===== src/rtl/io_shift_unit.sv =====
// Multi-word I/O shifter: a DEPTH-word push window returning any XLEN-bit slice,
// shifted left/right and optionally bit-reversed, through a registered read port.
module io_shift_unit #(
   parameter  int XLEN   = 8,
   parameter  int DEPTH  = 2,
   localparam int AMT_W  = $clog2(XLEN*(DEPTH-1)+1),
   localparam int FILL_W = $clog2(DEPTH+1)
) (
   input  logic              clk,
   input  logic              rst,
   input  logic              wr_en,
   input  logic [XLEN-1:0]   wr_data,
   input  logic              flush,
   input  logic              cfg_wr,
   input  logic [AMT_W-1:0]  cfg_amount,
   input  logic              cfg_dir,
   input  logic              cfg_rev,
   input  logic              rd_req,
   output logic [XLEN-1:0]   rd_data,
   output logic              rd_valid,
   output logic [FILL_W-1:0] fill,
   output logic              full
);

   localparam int WW    = XLEN*DEPTH;
   localparam int MAX_A = XLEN*(DEPTH-1);

   logic [WW-1:0]     win;
   logic [WW-1:0]     push_base;
   logic [AMT_W-1:0]  amount;
   logic              dir;
   logic              rev;
   logic [AMT_W-1:0]  eff_amt;
   logic [WW-1:0]     shl;
   logic [WW-1:0]     shr;
   logic [XLEN-1:0]   slice;
   logic [XLEN-1:0]   result;

   // Stored amount is kept unclamped; saturation happens only on use.
   always_comb begin
      eff_amt = (amount > AMT_W'(MAX_A)) ? AMT_W'(MAX_A) : amount;
      shl     = win << eff_amt;
      shr     = win >> eff_amt;
      slice   = dir ? shr[XLEN-1:0] : shl[WW-1 -: XLEN];
      result  = slice;
      if (rev) begin
         for (int unsigned i = 0; i < XLEN; i++) begin
            result[i] = slice[XLEN-1-i];
         end
      end
   end

   // A flush in the same cycle as a push clears the window before the push lands.
   assign push_base = flush ? '0 : win;

   always_ff @(posedge clk) begin
      if (rst) begin
         win      <= '0;
         amount   <= '0;
         dir      <= 1'b0;
         rev      <= 1'b0;
         fill     <= '0;
         rd_data  <= '0;
         rd_valid <= 1'b0;
      end else begin
         rd_valid <= rd_req;
         if (rd_req) begin
            rd_data <= result;
         end

         if (wr_en) begin
            win <= {wr_data, push_base[WW-1:XLEN]};
         end else if (flush) begin
            win <= '0;
         end

         if (flush) begin
            fill <= wr_en ? FILL_W'(1) : '0;
         end else if (wr_en && (fill != FILL_W'(DEPTH))) begin
            fill <= fill + 1'b1;
         end

         if (cfg_wr) begin
            amount <= cfg_amount;
            dir    <= cfg_dir;
            rev    <= cfg_rev;
         end
      end
   end

   assign full = (fill == FILL_W'(DEPTH));

endmodule


===== config.mk =====
export PLATFORM = sky130hd
export DESIGN_NAME = io_shift_unit
export DESIGN_NICKNAME = d
export VERILOG_FILES = /design/src/rtl/io_shift_unit.sv
export SDC_FILE = /design/constraint.sdc
export NUM_CORES = 1
export LEC_CHECK = 0
export CORE_ASPECT_RATIO = 1.4
export CORE_UTILIZATION = 30
export DETAILED_ROUTE_END_ITERATION = 8
export GPL_TIMING_DRIVEN = 0
export MAX_ROUTING_LAYER = met4
export PLACE_DENSITY = 0.55
export SYNTH_ARGS = -nofsm -noshare
export SYNTH_HDL_FRONTEND = slang
export SYNTH_SLANG_ARGS = --single-unit
export TNS_END_PERCENT = 30

===== constraint.sdc =====
create_clock -name clk -period 3.9 [get_ports clk]
set_input_delay 0.78 -clock clk [delete_from_list [all_inputs] [get_ports clk]]
set_output_delay 0.78 -clock clk [all_outputs]
set_load 0.02 [all_outputs]

# Yosys cells after proc, flatten, opt, wreduce, memory -nomap -nowiden
# Index checks and enable logic that the tools add are counted.
word_totals:
  ff_bits: 33
op_classes:
  order_cmp: 1
  mux: 8
  shifts: 2
  eq_ne: 2
  reduce_logical: 3
  add_sub_neg: 1
ops:
  columns: ["operator", "count"]
  rows:
  - ["2-to-1 mux 16 bit", 2]
  - ["2-to-1 mux 8 bit", 2]
  - ["<< shifter 16 x 4 -> 16 bit", 1]
  - [">> shifter 16 x 4 -> 8 bit", 1]
  - ["greater-than comparator 4 bit (second input constant)", 1]
  - ["2-to-1 mux 2 bit", 2]
  - ["2-to-1 mux 4 bit", 1]
  - ["nonzero test 2 bit", 2]
  - ["adder 2 x 1 -> 2 bit (second input constant)", 1]
  - ["equality test 2 bit (second input constant)", 1]
  - ["inequality test 2 bit (second input constant)", 1]
  - ["logical AND 1 bit", 1]
  - ["2-to-1 mux 1 bit", 1]

# Depth between registers and ports, before layout
logic_depth:
  word_depth: 5
  mapped_depth: 9
  mapped_depth_nobuf: 6

# Least setup slack after synthesis
# Ideal clock, no wire load.
synth_timing:
  path_kind: "register to register"
  start: "register amount[3]"
  end: "register rd_data[2]"
  arrival_time_ns: 1.696
  period_less_slack_ns: 1.817
  stages_incl_launch_ff: 8
  required_ns: 3.778
  path_slack_ns: 2.083
  cell_sequence: "dfxtp_1 nand2b_1 buf_6 mux2i_2 a211oi_1 a2111oi_1 a31oi_1 a221o_1"
synth_via:
  elab_chain_len: 5
synth_lines:
  columns: ["element", "line_no", "source"]
  rows:
  - ["start: declaration", "30", "logic [AMT_W-1:0] amount;"]
  - ["start signal: assignment", "84", "amount <= cfg_amount;"]
  - ["greater-than comparator 4 bit", "41", "eff_amt = (amount > AMT_W'(MAX_A)) ? AMT_W'(MAX_A) : amount;"]
  - ["2-to-1 mux 4 bit *", "41", null]
  - ["<< shifter 16 x 4 -> 16 bit / >> shifter 16 x 4 -> 8 bit (equally long branches)", "42, 43", null]
  - ["2-to-1 mux 8 bit *", "44", "slice = dir ? shr[XLEN-1:0] : shl[WW-1 -: XLEN];"]
  - ["2-to-1 mux 8 bit *", "46", "if (rev) begin"]
  - ["end signal: assignment", "68", "rd_data <= result;"]
  - ["end: declaration", "19", "output logic [XLEN-1:0] rd_data,"]
# Mark *: on every way between the ends. The rest lies on a longest branch, timed or not.
# A chain may end at the register's enable or synchronous reset.

# Final worst setup path
layout_timing:
  start: "input port rst"
  end: "register amount[1]"
layout_lines:
  columns: ["element", "line_no", "source"]
  rows:
  - ["start: declaration", "10", "input logic rst,"]
# No word-level cell between the ends.

==> flow_summary.html <==
<table>
<tr><th>Metric</th><th>Value</th></tr>
<tr><th colspan="2">Clocking</th></tr>
<tr><td>Total number of H-tree levels</td><td>2</td></tr>
<tr><td>Clock buffer count from CTS</td><td>5</td></tr>
<tr><td>Buffer depth of the longest clock path</td><td>2</td></tr>
<tr><td># resized after CTS</td><td>0</td></tr>
<tr><td>Clock transition at path regs</td><td>0.07 ns</td></tr>
<tr><td>TritonCTS clock tree</td><td>done</td></tr>
<tr><td>Latest clock arrival within the worst-skew pair</td><td>0.29 ns</td></tr>
<tr><td>Post-CTS setup buffer count</td><td>0</td></tr>
<tr><td>Sinks on Clock Net</td><td>33</td></tr>
<tr><td>Number of buffers inserted for hold repair after clock tree synthesis</td><td>0</td></tr>
<tr><td>Clock tree root driver cell</td><td>sky130_fd_sc_hd__clkbuf_8</td></tr>
<tr><th colspan="2">Worst hold path</th></tr>
<tr><td>Path category of the worst min-delay check</td><td>reg2reg</td></tr>
<tr><th colspan="2">Place</th></tr>
<tr><td>Area post-placement</td><td>2900 sq um</td></tr>
<tr><td>Gpl congestion</td><td>1.04</td></tr>
<tr><td>Post-DP HPWL</td><td>6.18 mm</td></tr>
<tr><td>Port Buffer Count</td><td>30</td></tr>
<tr><td>DP Worst Slack</td><td>1.02 ns</td></tr>
<tr><th colspan="2">Global route</th></tr>
<tr><td>Grt ovf</td><td>0</td></tr>
<tr><td>First-pass GRT wire length</td><td>13.9 mm</td></tr>
<tr><td>Maximum number of pins on one net before global-route repair</td><td>11</td></tr>
<tr><td>Global Route Usage Sum</td><td>22.3%</td></tr>
<tr><td>Antenna violations before repair</td><td>0</td></tr>
<tr><td>Vias in the first global route</td><td>2577</td></tr>
<tr><th colspan="2">Yosys</th></tr>
<tr><td>Cell area after synthesis</td><td>2470 sq um</td></tr>
<tr><td>Synth top area share</td><td>26.7%</td></tr>
<tr><td>Seq/Total Area, Yosys</td><td>26.7%</td></tr>
<tr><td>EDFF count, synth</td><td>0</td></tr>
<tr><td>Synthesis Warnings</td><td>0</td></tr>
<tr><td>Area leader, netlist</td><td>sky130_fd_sc_hd__dfxtp_1</td></tr>
<tr><td>Net count after synthesis</td><td>322</td></tr>
<tr><td>Predominant post-synthesis flop cell</td><td>sky130_fd_sc_hd__dfxtp_1</td></tr>
<tr><td>Count of unique library cells instantiated by Yosys</td><td>54</td></tr>
<tr><td>Average size of a mapped cell</td><td>8.21 sq um</td></tr>
<tr><td>Cells after Synth</td><td>301</td></tr>
<tr><td>Synthesis-stage register bit count</td><td>33</td></tr>
<tr><td>Post-synthesis async set-or-reset flop share</td><td>0%</td></tr>
<tr><td>Top post-synthesis cells by area</td><td>sky130_fd_sc_hd__dfxtp_1 (27%), sky130_fd_sc_hd__mux2i_1 (10%), sky130_fd_sc_hd__mux4_2 (7.3%), sky130_fd_sc_hd__nor2_1 (4.9%), sky130_fd_sc_hd__nand2_1 (3.6%)</td></tr>
<tr><th colspan="2">Floorplanning</th></tr>
<tr><td>Std-Cell Core Area</td><td>7850 sq um</td></tr>
<tr><td>Total die area</td><td>8600 sq um</td></tr>
<tr><td>Horiz. Die Dim</td><td>78.7 microns</td></tr>
<tr><td>I/O Pins</td><td>32</td></tr>
<tr><td>Number of cell rows</td><td>38</td></tr>
<tr><td>Initial Utilization</td><td>31.5%</td></tr>
<tr><td>Die height</td><td>109 microns</td></tr>
<tr><th colspan="2">Detailed routing</th></tr>
<tr><td>Detailed Route Iter0 Violations</td><td>343</td></tr>
<tr><td>Final antenna-violating net count</td><td>0</td></tr>
<tr><td>Number of search-and-repair iterations in the first detailed-routing pass</td><td>5</td></tr>
<tr><td>Number of design rule violations left after detail routing</td><td>0</td></tr>
<tr><td>Final routed wirelength across all metal layers</td><td>8.78 mm</td></tr>
<tr><td>Via-per-instance ratio</td><td>6.08</td></tr>
<tr><td>Vias</td><td>2665</td></tr>
<tr><td>Average wire length per cell after detail routing</td><td>20.0 microns</td></tr>
<tr><th colspan="2">Pwr</th></tr>
<tr><td>Maximum vdd drop</td><td>141 uV</td></tr>
<tr><td>Total power after layout</td><td>897 uW</td></tr>
<tr><td>Power per cell area</td><td>301 nW/um^2</td></tr>
<tr><td>Static Leak</td><td>0.00105 uW</td></tr>
<tr><th colspan="2">STA</th></tr>
<tr><td>Post-Route Skew</td><td>0.00693 ns</td></tr>
<tr><td>Portion of the clock cycle consumed by the worst path in the final layout</td><td>66.0%</td></tr>
<tr><td>Max-slew violation count</td><td>0</td></tr>
<tr><td>Slew at the pin closest to its max-slew limit</td><td>0.672 ns</td></tr>
<tr><td>Setup repair after global routing missed its margin</td><td>false</td></tr>
<tr><td>Sum of negative setup slack</td><td>0 ns</td></tr>
<tr><td>Maximum clock frequency</td><td>389 MHz</td></tr>
<tr><td>Period minus WS final</td><td>2.57 ns</td></tr>
<tr><td>Worst setup slack after layout</td><td>1.33 ns</td></tr>
<tr><td>Number of hold-slack violations in the final timing report</td><td>0</td></tr>
<tr><td>Final Setup Violations</td><td>0</td></tr>
<tr><td>Worst slew margin</td><td>55.2%</td></tr>
<tr><th colspan="2">Final layout</th></tr>
<tr><td>Ant diodes</td><td>0</td></tr>
<tr><td>Final nets</td><td>359</td></tr>
<tr><td>Area delta synth-&gt;final</td><td>20.7%</td></tr>
<tr><td>Sequential cell area</td><td>661 sq um</td></tr>
<tr><td>Post-route standard cell area excluding fillers</td><td>2980 sq um</td></tr>
<tr><td>Total area of multi-input combinational cells</td><td>1610 sq um</td></tr>
<tr><td>Count of fill cells added during filler insertion</td><td>817</td></tr>
<tr><td>Layout cell share with drive strength beyond 1</td><td>10.7%</td></tr>
<tr><th colspan="2">Critical path</th></tr>
<tr><td>Cell type group with the largest total delay on the critical path</td><td>buffers and inverters</td></tr>
<tr><td>CP max FO</td><td>10</td></tr>
<tr><td>Category of the critical setup timing path</td><td>in2reg</td></tr>
<tr><td>Type of destination of the critical path</td><td>register</td></tr>
<tr><td>Worst-path cell chain</td><td>clkdlybuf4s50_1 &gt; clkbuf_1 &gt; clkbuf_1 &gt; buf_1 &gt; nor2_1</td></tr>
<tr><td>Number of buffers and inverters on the critical path</td><td>4</td></tr>
<tr><td>Worst Path Arrival</td><td>2.74 ns</td></tr>
<tr><td>Library cell appearing most often on the critical path</td><td>sky130_fd_sc_hd__clkbuf_1</td></tr>
<tr><td>Master of the slowest instance on the critical path</td><td>sky130_fd_sc_hd__clkbuf_1</td></tr>
<tr><td>Crit path launch type</td><td>input port</td></tr>
<tr><td>Delay of the slowest cell on the worst path</td><td>0.57 ns</td></tr>
<tr><td>Data required time at the worst endpoint</td><td>4.06 ns</td></tr>
<tr><th colspan="2">Run</th></tr>
<tr><td>Number of max-cap violations</td><td>0</td></tr>
<tr><th colspan="2">Outcome</th></tr>
<tr><td>Run status</td><td>finished, final reports clean</td></tr>
</table>
stage by stage:
step,util [%],hold WS [ns],std cells
final,38.0,0.521,438
after global routing,38.0,0.568,438
after CTS,38.0,0.519,438
after detailed placement,36.9,0.508,431
after global placement,36.9,0.507,431
after floorplan,-,0.476,301
flip-flops by register name, summed over array words and instances, names as in the netlist:
| register | flops |
|---|---|
| rd_data | 8 |
| fill | 2 |
| amount | 4 |
| rev | 1 |
| dir | 1 |
| rd_valid | 1 |
| win | 16 |
report_power, final:
part           internal (uW)  switching, uW
combinational            109            145
sequential               354           13.6
clock                    140            135
total                    604            294
cell type report:
class | instances | area share (%)
multi-input combinational | 227 | 53.9
sequential | 33 | 22.2
timing repair buffer | 30 | 10.1
buffer | 34 | 5.92
tap | 100 | 4.20
clock buffer | 7 | 2.90
inverter | 7 | 0.881
Yosys cell counts (all sizes together), types with 4 or more instances:
cell / instances
mux4: 8
a22oi: 8
nand2b: 11
nand2: 24
a221oi: 4
nor3: 4
clkbuf: 16
a31oi: 6
buf: 18
nor2: 32
o21ai: 7
nor3b: 8
inv: 7
nor2b: 10
a211oi: 7
dfxtp: 33
mux2i: 26
nand3: 5
a21oi: 17
o22ai: 4
kinds of logic after synthesis:
family | after synthesis | share of synthesized area, %
AND/OR/NAND/NOR | 111 | 23.0
AO/OA/AOI/OAI | 80 | 23.1
buffers and inverters | 41 | 8.21
multiplexers | 35 | 18.4
flip-flops | 33 | 26.7
adder cells (fa/ha/maj) | 1 | 0.507
metal layers:
| layer | GRT usage [%] | vias to the layer above | wire length, microns |
|---|---|---|---|
| met3 | 3.15 | 43 | 721 |
| met4 | 13.0 | 0 | 454 |
| met2 | 37.6 | 180 | 4160 |
| li1 | - | 1186 | - |
| met5 | - | - | 0 |
| met1 | 25.2 | 1256 | 3440 |
cells in the final DEF (no fill, tap or decap), types with 4 or more instances in the layout:
cell                              synthesis  final
sky130_fd_sc_hd__a221oi_1                 4      4
sky130_fd_sc_hd__nor2b_1                  9      9
sky130_fd_sc_hd__a22oi_1                  8      8
sky130_fd_sc_hd__buf_2                    9      9
sky130_fd_sc_hd__mux2i_1                 25     25
sky130_fd_sc_hd__clkdlybuf4s50_1          0     30
sky130_fd_sc_hd__clkbuf_8                 0      6
sky130_fd_sc_hd__a31oi_1                  6      6
sky130_fd_sc_hd__nor3b_1                  8      8
sky130_fd_sc_hd__nor3_1                   4      4
sky130_fd_sc_hd__dfxtp_1                 33     33
sky130_fd_sc_hd__a21oi_1                 17     17
sky130_fd_sc_hd__mux4_2                   8      8
sky130_fd_sc_hd__nand2b_1                11     11
sky130_fd_sc_hd__clkbuf_1                16     17
sky130_fd_sc_hd__nand2_1                 24     24
sky130_fd_sc_hd__inv_1                    6      6
sky130_fd_sc_hd__nand3_1                  5      5
sky130_fd_sc_hd__buf_4                    4      4
sky130_fd_sc_hd__o22ai_1                  4      4
sky130_fd_sc_hd__nor2_1                  32     32
sky130_fd_sc_hd__a211oi_1                 7      7
sky130_fd_sc_hd__o21ai_0                  7      7
path summary, 6_finish.rpt:
kind / startpoint / to / slack (ns) / cells after the start
worst max-delay path: rst / amount[1] / 1.33 / 5
worst min-delay path: rd_data[6] / rd_data[6] / 0.52 / 2
worst max register to register: amount[2] / rd_data[4] / 1.60 / 8
worst min register to register: rd_data[6] / rd_data[6] / 0.52 / 2
worst reg2reg max path: stages (launching register included):
cell and delay [ns]:
sky130_fd_sc_hd__dfxtp_1 0.37, sky130_fd_sc_hd__buf_2 0.26, sky130_fd_sc_hd__inv_1 0.13, sky130_fd_sc_hd__buf_2 0.22, sky130_fd_sc_hd__a211oi_1 0.33, sky130_fd_sc_hd__a22oi_1 0.11, sky130_fd_sc_hd__and3_1 0.21, sky130_fd_sc_hd__a311oi_2 0.35
sky130_fd_sc_hd__o221ai_1 0.18
Power figures use the tool's default switching activity.
